[config.mk]
export PLATFORM = sky130hd
export DESIGN_NAME = noc_output_port_scheduler
export DESIGN_NICKNAME = d
export VERILOG_FILES = /design/src/rtl/noc_output_port_scheduler.sv
export SDC_FILE = /design/constraint.sdc
export NUM_CORES = 1
export LEC_CHECK = 0
export CAP_MARGIN = 5
export CORE_MARGIN = 10
export CORE_UTILIZATION = 27
export DETAILED_ROUTE_END_ITERATION = 10
export GPL_TIMING_DRIVEN = 1
export PLACE_DENSITY = 0.43
export SKIP_CTS_REPAIR_TIMING = 1
export SYNTH_ARGS = -nofsm -noshare
export SYNTH_HDL_FRONTEND = slang
export SYNTH_SLANG_ARGS = --single-unit
[constraint.sdc]
create_clock -name clk -period 5.45 [get_ports clk]
set_input_delay 0.8175 -clock clk [delete_from_list [all_inputs] [get_ports clk]]
set_output_delay 0.8175 -clock clk [all_outputs]
set_load 0.05 [all_outputs]
[src/rtl/noc_output_port_scheduler.sv]
// Wormhole output-port scheduler: round-robin packet arbitration, grant locked until the tail flit, credit-gated transfers.
// Optional lock watchdog enabled by defining SCHED_WATCHDOG_EN.
module noc_output_port_scheduler #(
    parameter int N           = 5,
    parameter int DEPTH       = 4,
    parameter int WDOG_CYCLES = 64
) (
    input  logic                       clk,
    input  logic                       rst,
    input  logic [N-1:0]               req,
    input  logic [N-1:0]               tail,
    input  logic                       credit_in,
    output logic [N-1:0]               gnt,
    output logic                       xfer,
    output logic [$clog2(DEPTH+1)-1:0] credit,
    output logic                       wdog_err
);

    localparam int IW = (N > 1) ? $clog2(N) : 1;
    localparam int CW = $clog2(DEPTH + 1);

    if (WDOG_CYCLES < 2) begin : g_wdog_cfg_check
        $error("WDOG_CYCLES must be at least 2");
    end

    typedef enum logic {IDLE, LOCK} state_t;

    state_t        state, state_nxt;
    logic [IW-1:0] ptr, ptr_nxt;
    logic [IW-1:0] owner, owner_nxt;
    logic [N-1:0]  gnt_nxt;
    logic [CW-1:0] credit_nxt;
    logic          found;
    logic [IW-1:0] win;
    logic          wdog_fire;

    // Saturating credit step: simultaneous consume and return cancel out.
    function automatic logic [CW-1:0] credit_update(input logic [CW-1:0] c,
                                                    input logic dec,
                                                    input logic inc);
        if (dec && !inc) return c - 1'b1;
        if (inc && !dec && c != CW'(DEPTH)) return c + 1'b1;
        return c;
    endfunction

    assign xfer = (state == LOCK) && req[owner] && (credit != '0);

    // Round-robin search starting just after the last packet's owner.
    always_comb begin
        int idx;
        idx   = 0;
        found = 1'b0;
        win   = ptr;
        for (int k = 1; k <= N; k++) begin
            idx = (int'(ptr) + k) % N;
            if (!found && req[idx]) begin
                found = 1'b1;
                win   = IW'(idx);
            end
        end
    end

    always_comb begin
        state_nxt = state;
        ptr_nxt   = ptr;
        owner_nxt = owner;
        gnt_nxt   = gnt;
        case (state)
            IDLE: begin
                if (found) begin
                    state_nxt = LOCK;
                    owner_nxt = win;
                    gnt_nxt   = N'(1) << win;
                end
            end
            LOCK: begin
                if ((xfer && tail[owner]) || wdog_fire) begin
                    state_nxt = IDLE;
                    ptr_nxt   = owner;
                    gnt_nxt   = '0;
                end
            end
            default: state_nxt = IDLE;
        endcase
        credit_nxt = credit_update(credit, xfer, credit_in);
    end

    always_ff @(posedge clk) begin
        if (rst) begin
            state  <= IDLE;
            ptr    <= IW'(N - 1);
            owner  <= '0;
            gnt    <= '0;
            credit <= CW'(DEPTH);
        end else begin
            state  <= state_nxt;
            ptr    <= ptr_nxt;
            owner  <= owner_nxt;
            gnt    <= gnt_nxt;
            credit <= credit_nxt;
        end
    end

`ifdef SCHED_WATCHDOG_EN
    localparam int AW = (WDOG_CYCLES > 2) ? $clog2(WDOG_CYCLES) : 1;

    logic [AW-1:0] age;

    // Age is zero throughout IDLE, so it starts at zero on every lock entry.
    assign wdog_fire = (state == LOCK) && !xfer && (age == AW'(WDOG_CYCLES - 1));

    always_ff @(posedge clk) begin
        if (rst) begin
            age      <= '0;
            wdog_err <= 1'b0;
        end else begin
            age      <= (state != LOCK || xfer || wdog_fire) ? '0 : age + 1'b1;
            wdog_err <= wdog_fire;
        end
    end
`else
    assign wdog_fire = 1'b0;
    assign wdog_err  = 1'b0;
`endif

endmodule

==> impl_metrics.prom, run 1 <==
# TYPE chip_impl_metric gauge
chip_impl_metric{name="slew_headroom",unit=""} 0.432
chip_impl_metric{name="tns",unit="ns"} 0
chip_impl_metric{name="timing.final.ws_setup",unit="ns"} 0.561
chip_impl_metric{name="skew",unit="ns"} 0.000978
chip_impl_info{name="min_path_type",value="flip-flop to flip-flop"} 1
chip_impl_metric{name="hold_viol",unit=""} 0
chip_impl_metric{name="post-route-drc-count",unit=""} 0
chip_impl_metric{name="powerDensity",unit="nW/µm²"} 415
chip_impl_metric{name="synth.lib_cells_used.distinct",unit=""} 88
chip_impl_metric{name="portBuffers",unit=""} 21
chip_impl_metric{name="detail_route.vias_per_cell",unit=""} 5.60
chip_impl_metric{name="post-dp-hpwl",unit="µm"} 7530
chip_impl_metric{name="tightest_slew",unit="ns"} 0.845
chip_impl_metric{name="vias",unit=""} 3185
chip_impl_metric{name="design.portCount",unit=""} 23
chip_impl_info{name="cp-start-kind",value="flip-flop"} 1
chip_impl_info{name="worst-setup-path-type",value="flip-flop to flip-flop"} 1
chip_impl_metric{name="final_nets",unit=""} 470
chip_impl_metric{name="gp_congestion",unit=""} 0.784
chip_impl_metric{name="power.clock.fraction",unit=""} 0.096
chip_impl_metric{name="postSynthRegisterBits",unit=""} 15
chip_impl_metric{name="drive_gt1_frac",unit=""} 0.108
chip_impl_info{name="crit_path_cell_trace",value="inv_1 > ha_1 > o21a_1 > a21oi_1 > xnor2_1 > ha_1 > fa_1 > a21bo_2 > nor4_1 > o32ai_2 > nand3_1 > nor2_1 > o21ai_1 > o41a_1 > nor3_2 > nand2_1 > o31ai_1"} 1
chip_impl_metric{name="fp.coreArea",unit="µm²"} 11500
chip_impl_metric{name="setup-violations-final",unit=""} 0
chip_impl_metric{name="dieHeight",unit="µm"} 128
chip_impl_metric{name="final.period_utilization",unit=""} 0.897
chip_impl_info{name="slowest_cell_on_the_critical_path",value="sky130_fd_sc_hd__o41a_1"} 1
chip_impl_metric{name="max_cap_viol_count",unit=""} 0
chip_impl_metric{name="std_cell_rows",unit=""} 39
chip_impl_metric{name="totalWireLength",unit="µm"} 9990
chip_impl_metric{name="ys_seq_area_frac",unit=""} 0.0946
chip_impl_metric{name="synth_enable_flop_cells",unit=""} 0
chip_impl_metric{name="number_of_global_route_vias_before_repair",unit=""} 2936
chip_impl_metric{name="tritoncts_num_sinks",unit=""} 15
chip_impl_info{name="cts_tree",value="done"} 1
chip_impl_metric{name="synth_fp_nets",unit=""} 463
chip_impl_info{name="run_status",value="finished, final reports clean"} 1
chip_impl_metric{name="avgRoutedWirePerCell",unit="µm"} 17.6
chip_impl_info{name="path_common_cell",value="sky130_fd_sc_hd__ha_1"} 1
chip_impl_metric{name="path_max_fanout",unit=""} 12
chip_impl_metric{name="maxClockFrequency",unit="MHz"} 205
chip_impl_metric{name="net_switching",unit="mW"} 0.782
chip_impl_metric{name="vdd_ir_drop_max",unit="mV"} 0.195
chip_impl_metric{name="fp.dieW",unit="µm"} 128
chip_impl_metric{name="grt.overflow.total",unit=""} 0
chip_impl_metric{name="clkLatencyLatePin",unit="ns"} 0.24
chip_impl_metric{name="arrival_time_at_the_worst_endpoint",unit="ns"} 5.04
chip_impl_metric{name="h-tree-depth",unit=""} 1
chip_impl_metric{name="grtUsageTotal",unit=""} 0.116
chip_impl_metric{name="drv_slew",unit=""} 0
chip_impl_metric{name="comb_power_share",unit=""} 0.779
chip_impl_metric{name="antenna_violating_nets_post_route",unit=""} 0
chip_impl_metric{name="post_synth_instance_area",unit="µm²"} 3180
chip_impl_metric{name="effective_utilization_at_floorplan",unit=""} 0.277
chip_impl_metric{name="multi_input_comb_area",unit="µm²"} 2630
chip_impl_metric{name="ys.warnings.count",unit=""} 0
chip_impl_metric{name="global_route_wire_length_before_repair",unit="µm"} 16200
chip_impl_metric{name="cellLeakagePower",unit="nW"} 1.28
chip_impl_metric{name="syn_area_per_cell",unit="µm²"} 7.56
chip_impl_metric{name="pin_count_of_the_biggest_net_entering_global_routing",unit=""} 41
chip_impl_info{name="clock_root_cell",value="sky130_fd_sc_hd__clkbuf_16"} 1
chip_impl_metric{name="clk_pin_slew_worst_paths",unit="ns"} 0.05
chip_impl_metric{name="seq_area",unit="µm²"} 300
chip_impl_metric{name="deepest_clock_path_buffer_count",unit=""} 2
chip_impl_info{name="cp-end-kind",value="flip-flop"} 1
chip_impl_metric{name="placement.setup.worst_slack",unit="ns"} 0.447
chip_impl_metric{name="diodes_inserted",unit=""} 0
chip_impl_metric{name="grt_antenna_before_repair",unit=""} 0
chip_impl_info{name="synth-main-ff-cell",value="sky130_fd_sc_hd__dfxtp_1"} 1
chip_impl_metric{name="design.die.area",unit="µm²"} 16500
chip_impl_metric{name="sw_frac_of_total",unit=""} 0.525
chip_impl_metric{name="cp_data_required_time",unit="ns"} 5.60
chip_impl_metric{name="filler_cell_count",unit=""} 1250
chip_impl_info{name="critPathTopFamily",value="compound AO/OA/AOI/OAI gates"} 1
chip_impl_metric{name="seq_power_share",unit=""} 0.125
chip_impl_metric{name="final.min_clock_period",unit="ns"} 4.89
chip_impl_metric{name="area_growth",unit="%"} 13.0
chip_impl_metric{name="total_buffers_and_inverters_traversed_by_the_critical_path",unit=""} 1
chip_impl_metric{name="detailedRoute.firstIterationViolations",unit=""} 153
chip_impl_metric{name="tritoncts.num_buffers",unit=""} 3
chip_impl_metric{name="timing.critical_path.slowest_cell_delay",unit="ns"} 0.54
chip_impl_metric{name="synthesis.instances",unit=""} 420
chip_impl_info{name="rsz0062_at_grt",value="no"} 1
chip_impl_metric{name="power.internal",unit="mW"} 0.708
chip_impl_metric{name="first_pass_iters",unit=""} 5
chip_impl_metric{name="async_flop_share",unit=""} 0
==> cells in the mapped netlist (3+ instances only) <==
cell | number | share of area
sky130_fd_sc_hd__o31ai_1 | 6 | 0.014
sky130_fd_sc_hd__a21oi_1 | 26 | 0.041
sky130_fd_sc_hd__nand2b_1 | 11 | 0.022
sky130_fd_sc_hd__nor4_1 | 9 | 0.018
sky130_fd_sc_hd__a211oi_1 | 9 | 0.021
sky130_fd_sc_hd__mux2_4 | 3 | 0.014
sky130_fd_sc_hd__o211ai_1 | 7 | 0.017
sky130_fd_sc_hd__ha_1 | 29 | 0.11
sky130_fd_sc_hd__o21ai_0 | 17 | 0.027
sky130_fd_sc_hd__or3_1 | 3 | 0.0059
sky130_fd_sc_hd__o22ai_1 | 3 | 0.0059
sky130_fd_sc_hd__or2_2 | 3 | 0.0059
sky130_fd_sc_hd__a31oi_1 | 7 | 0.014
sky130_fd_sc_hd__xnor2_1 | 9 | 0.025
sky130_fd_sc_hd__nor2_1 | 28 | 0.033
sky130_fd_sc_hd__dfxtp_1 | 15 | 0.095
sky130_fd_sc_hd__inv_1 | 26 | 0.031
sky130_fd_sc_hd__nand2_1 | 34 | 0.040
sky130_fd_sc_hd__nor3b_1 | 3 | 0.0071
sky130_fd_sc_hd__buf_2 | 8 | 0.013
sky130_fd_sc_hd__o311a_1 | 4 | 0.013
sky130_fd_sc_hd__a32oi_1 | 5 | 0.014
sky130_fd_sc_hd__and2_1 | 3 | 0.0059
sky130_fd_sc_hd__o21a_1 | 5 | 0.012
sky130_fd_sc_hd__and3_1 | 3 | 0.0059
sky130_fd_sc_hd__nand3_1 | 14 | 0.022
sky130_fd_sc_hd__mux4_2 | 3 | 0.021
sky130_fd_sc_hd__a211o_1 | 5 | 0.014
sky130_fd_sc_hd__o21ai_1 | 6 | 0.0095
sky130_fd_sc_hd__nor3_1 | 6 | 0.0095
sky130_fd_sc_hd__clkbuf_1 | 15 | 0.018
sky130_fd_sc_hd__a311oi_1 | 4 | 0.011
sky130_fd_sc_hd__buf_4 | 4 | 0.0095
sky130_fd_sc_hd__nor2b_1 | 9 | 0.018
sky130_fd_sc_hd__mux2i_1 | 6 | 0.019
==> worst min-delay path, delay by kind of cell, from the launching register on <==
kind	cells	cell delay, ns
DFF	1	0.33
AOI/OAI and AO/OA	1	0.05
and+or+nand+nor	1	0.05
==> registers in the layout, indices dropped and copies added, names as in the netlist <==
signal and flops:
owner 3, ptr 3, gnt 5, state 1
credit 3
==> final timing paths <==
check	cells after the start	slack [ns]	from	endpoint
min reg2reg	2	0.46	gnt[0]$_SDFFE_PP0P_	gnt[0]$_SDFFE_PP0P_
max	17	0.56	ptr[1]$_SDFFE_PP0P_	gnt[2]$_SDFFE_PP0P_
min	2	0.46	gnt[0]$_SDFFE_PP0P_	gnt[0]$_SDFFE_PP0P_
max reg2reg	17	0.56	ptr[1]$_SDFFE_PP0P_	gnt[2]$_SDFFE_PP0P_
==> routing by layer <==
metal,share of wire,global-route usage,up-vias
met2,0.45,0.184,56
li1,-,-,1600
met5,0,0,-
met1,0.51,0.171,1519
met4,0.012,0.0172,0
met3,0.030,0.00862,10
==> cell type report <==
type                            instances  share of cell area
Multi-Input combinational cell        346               0.732
Sequential cell                        15              0.0837
Timing Repair Buffer                   32              0.0816
Tap cell                              143              0.0498
Inverter                               29              0.0310
Clock buffer                            3              0.0209
Clock inverter                          1             0.00139
==> kinds of logic after synthesis <==
logic type,Yosys count,share of synthesized area
multiplexers,12,0.0544
adder cells (fa/ha/maj),31,0.124
flip-flops,15,0.0946
AND/OR/NAND/NOR,146,0.256
other,1,0.00118
XOR/XNOR,12,0.0414
buffers and inverters,59,0.0808
AO/OA/AOI/OAI,144,0.348
==> metrics by stage <==
stage               instance area, µm²  hold WS (ns)  cells  power [mW]  utilization
global placement                  3500         0.445    565        1.34        0.305
detailed placement                3500         0.453    565        1.34        0.305
global route                      3590         0.491    569        1.63        0.313
floorplan                         3180         0.472    420        1.07            -
CTS                               3580         0.467    569        1.50        0.312
finish                            3590         0.463    569        1.49        0.313
==> layout by cell type (no fill, tap or decap), types with 4 or more instances in the layout <==
cell type / Yosys / final
sky130_fd_sc_hd__buf_4: 4 / 11
sky130_fd_sc_hd__dfxtp_1: 15 / 15
sky130_fd_sc_hd__mux2i_1: 6 / 6
sky130_fd_sc_hd__nor4_1: 9 / 9
sky130_fd_sc_hd__o311a_1: 4 / 4
sky130_fd_sc_hd__nand3_1: 14 / 14
sky130_fd_sc_hd__o21ai_0: 17 / 17
sky130_fd_sc_hd__clkdlybuf4s50_1: 0 / 21
sky130_fd_sc_hd__ha_1: 29 / 29
sky130_fd_sc_hd__nor2_1: 28 / 28
sky130_fd_sc_hd__a211oi_1: 9 / 9
sky130_fd_sc_hd__nor2b_1: 9 / 9
sky130_fd_sc_hd__nor3_1: 6 / 6
sky130_fd_sc_hd__o31ai_1: 6 / 6
sky130_fd_sc_hd__a32oi_1: 5 / 5
sky130_fd_sc_hd__o21ai_1: 6 / 6
sky130_fd_sc_hd__inv_1: 26 / 26
sky130_fd_sc_hd__o211ai_1: 7 / 7
sky130_fd_sc_hd__o21a_1: 5 / 5
sky130_fd_sc_hd__a211o_1: 5 / 5
sky130_fd_sc_hd__a311oi_1: 4 / 4
sky130_fd_sc_hd__a31oi_1: 7 / 7
sky130_fd_sc_hd__nand2_1: 34 / 34
sky130_fd_sc_hd__a21oi_1: 26 / 26
sky130_fd_sc_hd__nand2b_1: 11 / 11
sky130_fd_sc_hd__xnor2_1: 9 / 9
==> power by group through the flow <==
| stage | Clock [mW] | Combinational (mW) | Sequential (mW) |
|---|---|---|---|
| 2_1_floorplan | 0 | 0.829 | 0.246 |
| 3_3_place_gp | 0 | 1.15 | 0.189 |
| 3_5_place_dp | 0 | 1.15 | 0.188 |
| 4_1_cts | 0.148 | 1.16 | 0.187 |
| 5_1_grt | 0.153 | 1.28 | 0.194 |
| 6_report | 0.143 | 1.16 | 0.186 |
Power figures use the tool's default switching activity.
==> run 2: changes to the inputs <==
--- a/config.mk
+++ b/config.mk
@@ -5,7 +5,6 @@
 export SDC_FILE = /design/constraint.sdc
 export NUM_CORES = 1
 export LEC_CHECK = 0
-export CAP_MARGIN = 5
 export CORE_MARGIN = 10
 export CORE_UTILIZATION = 27
 export DETAILED_ROUTE_END_ITERATION = 10
==> results of run 2 <==
No change in the layout: final DEF, timing and power equal those of run 1.
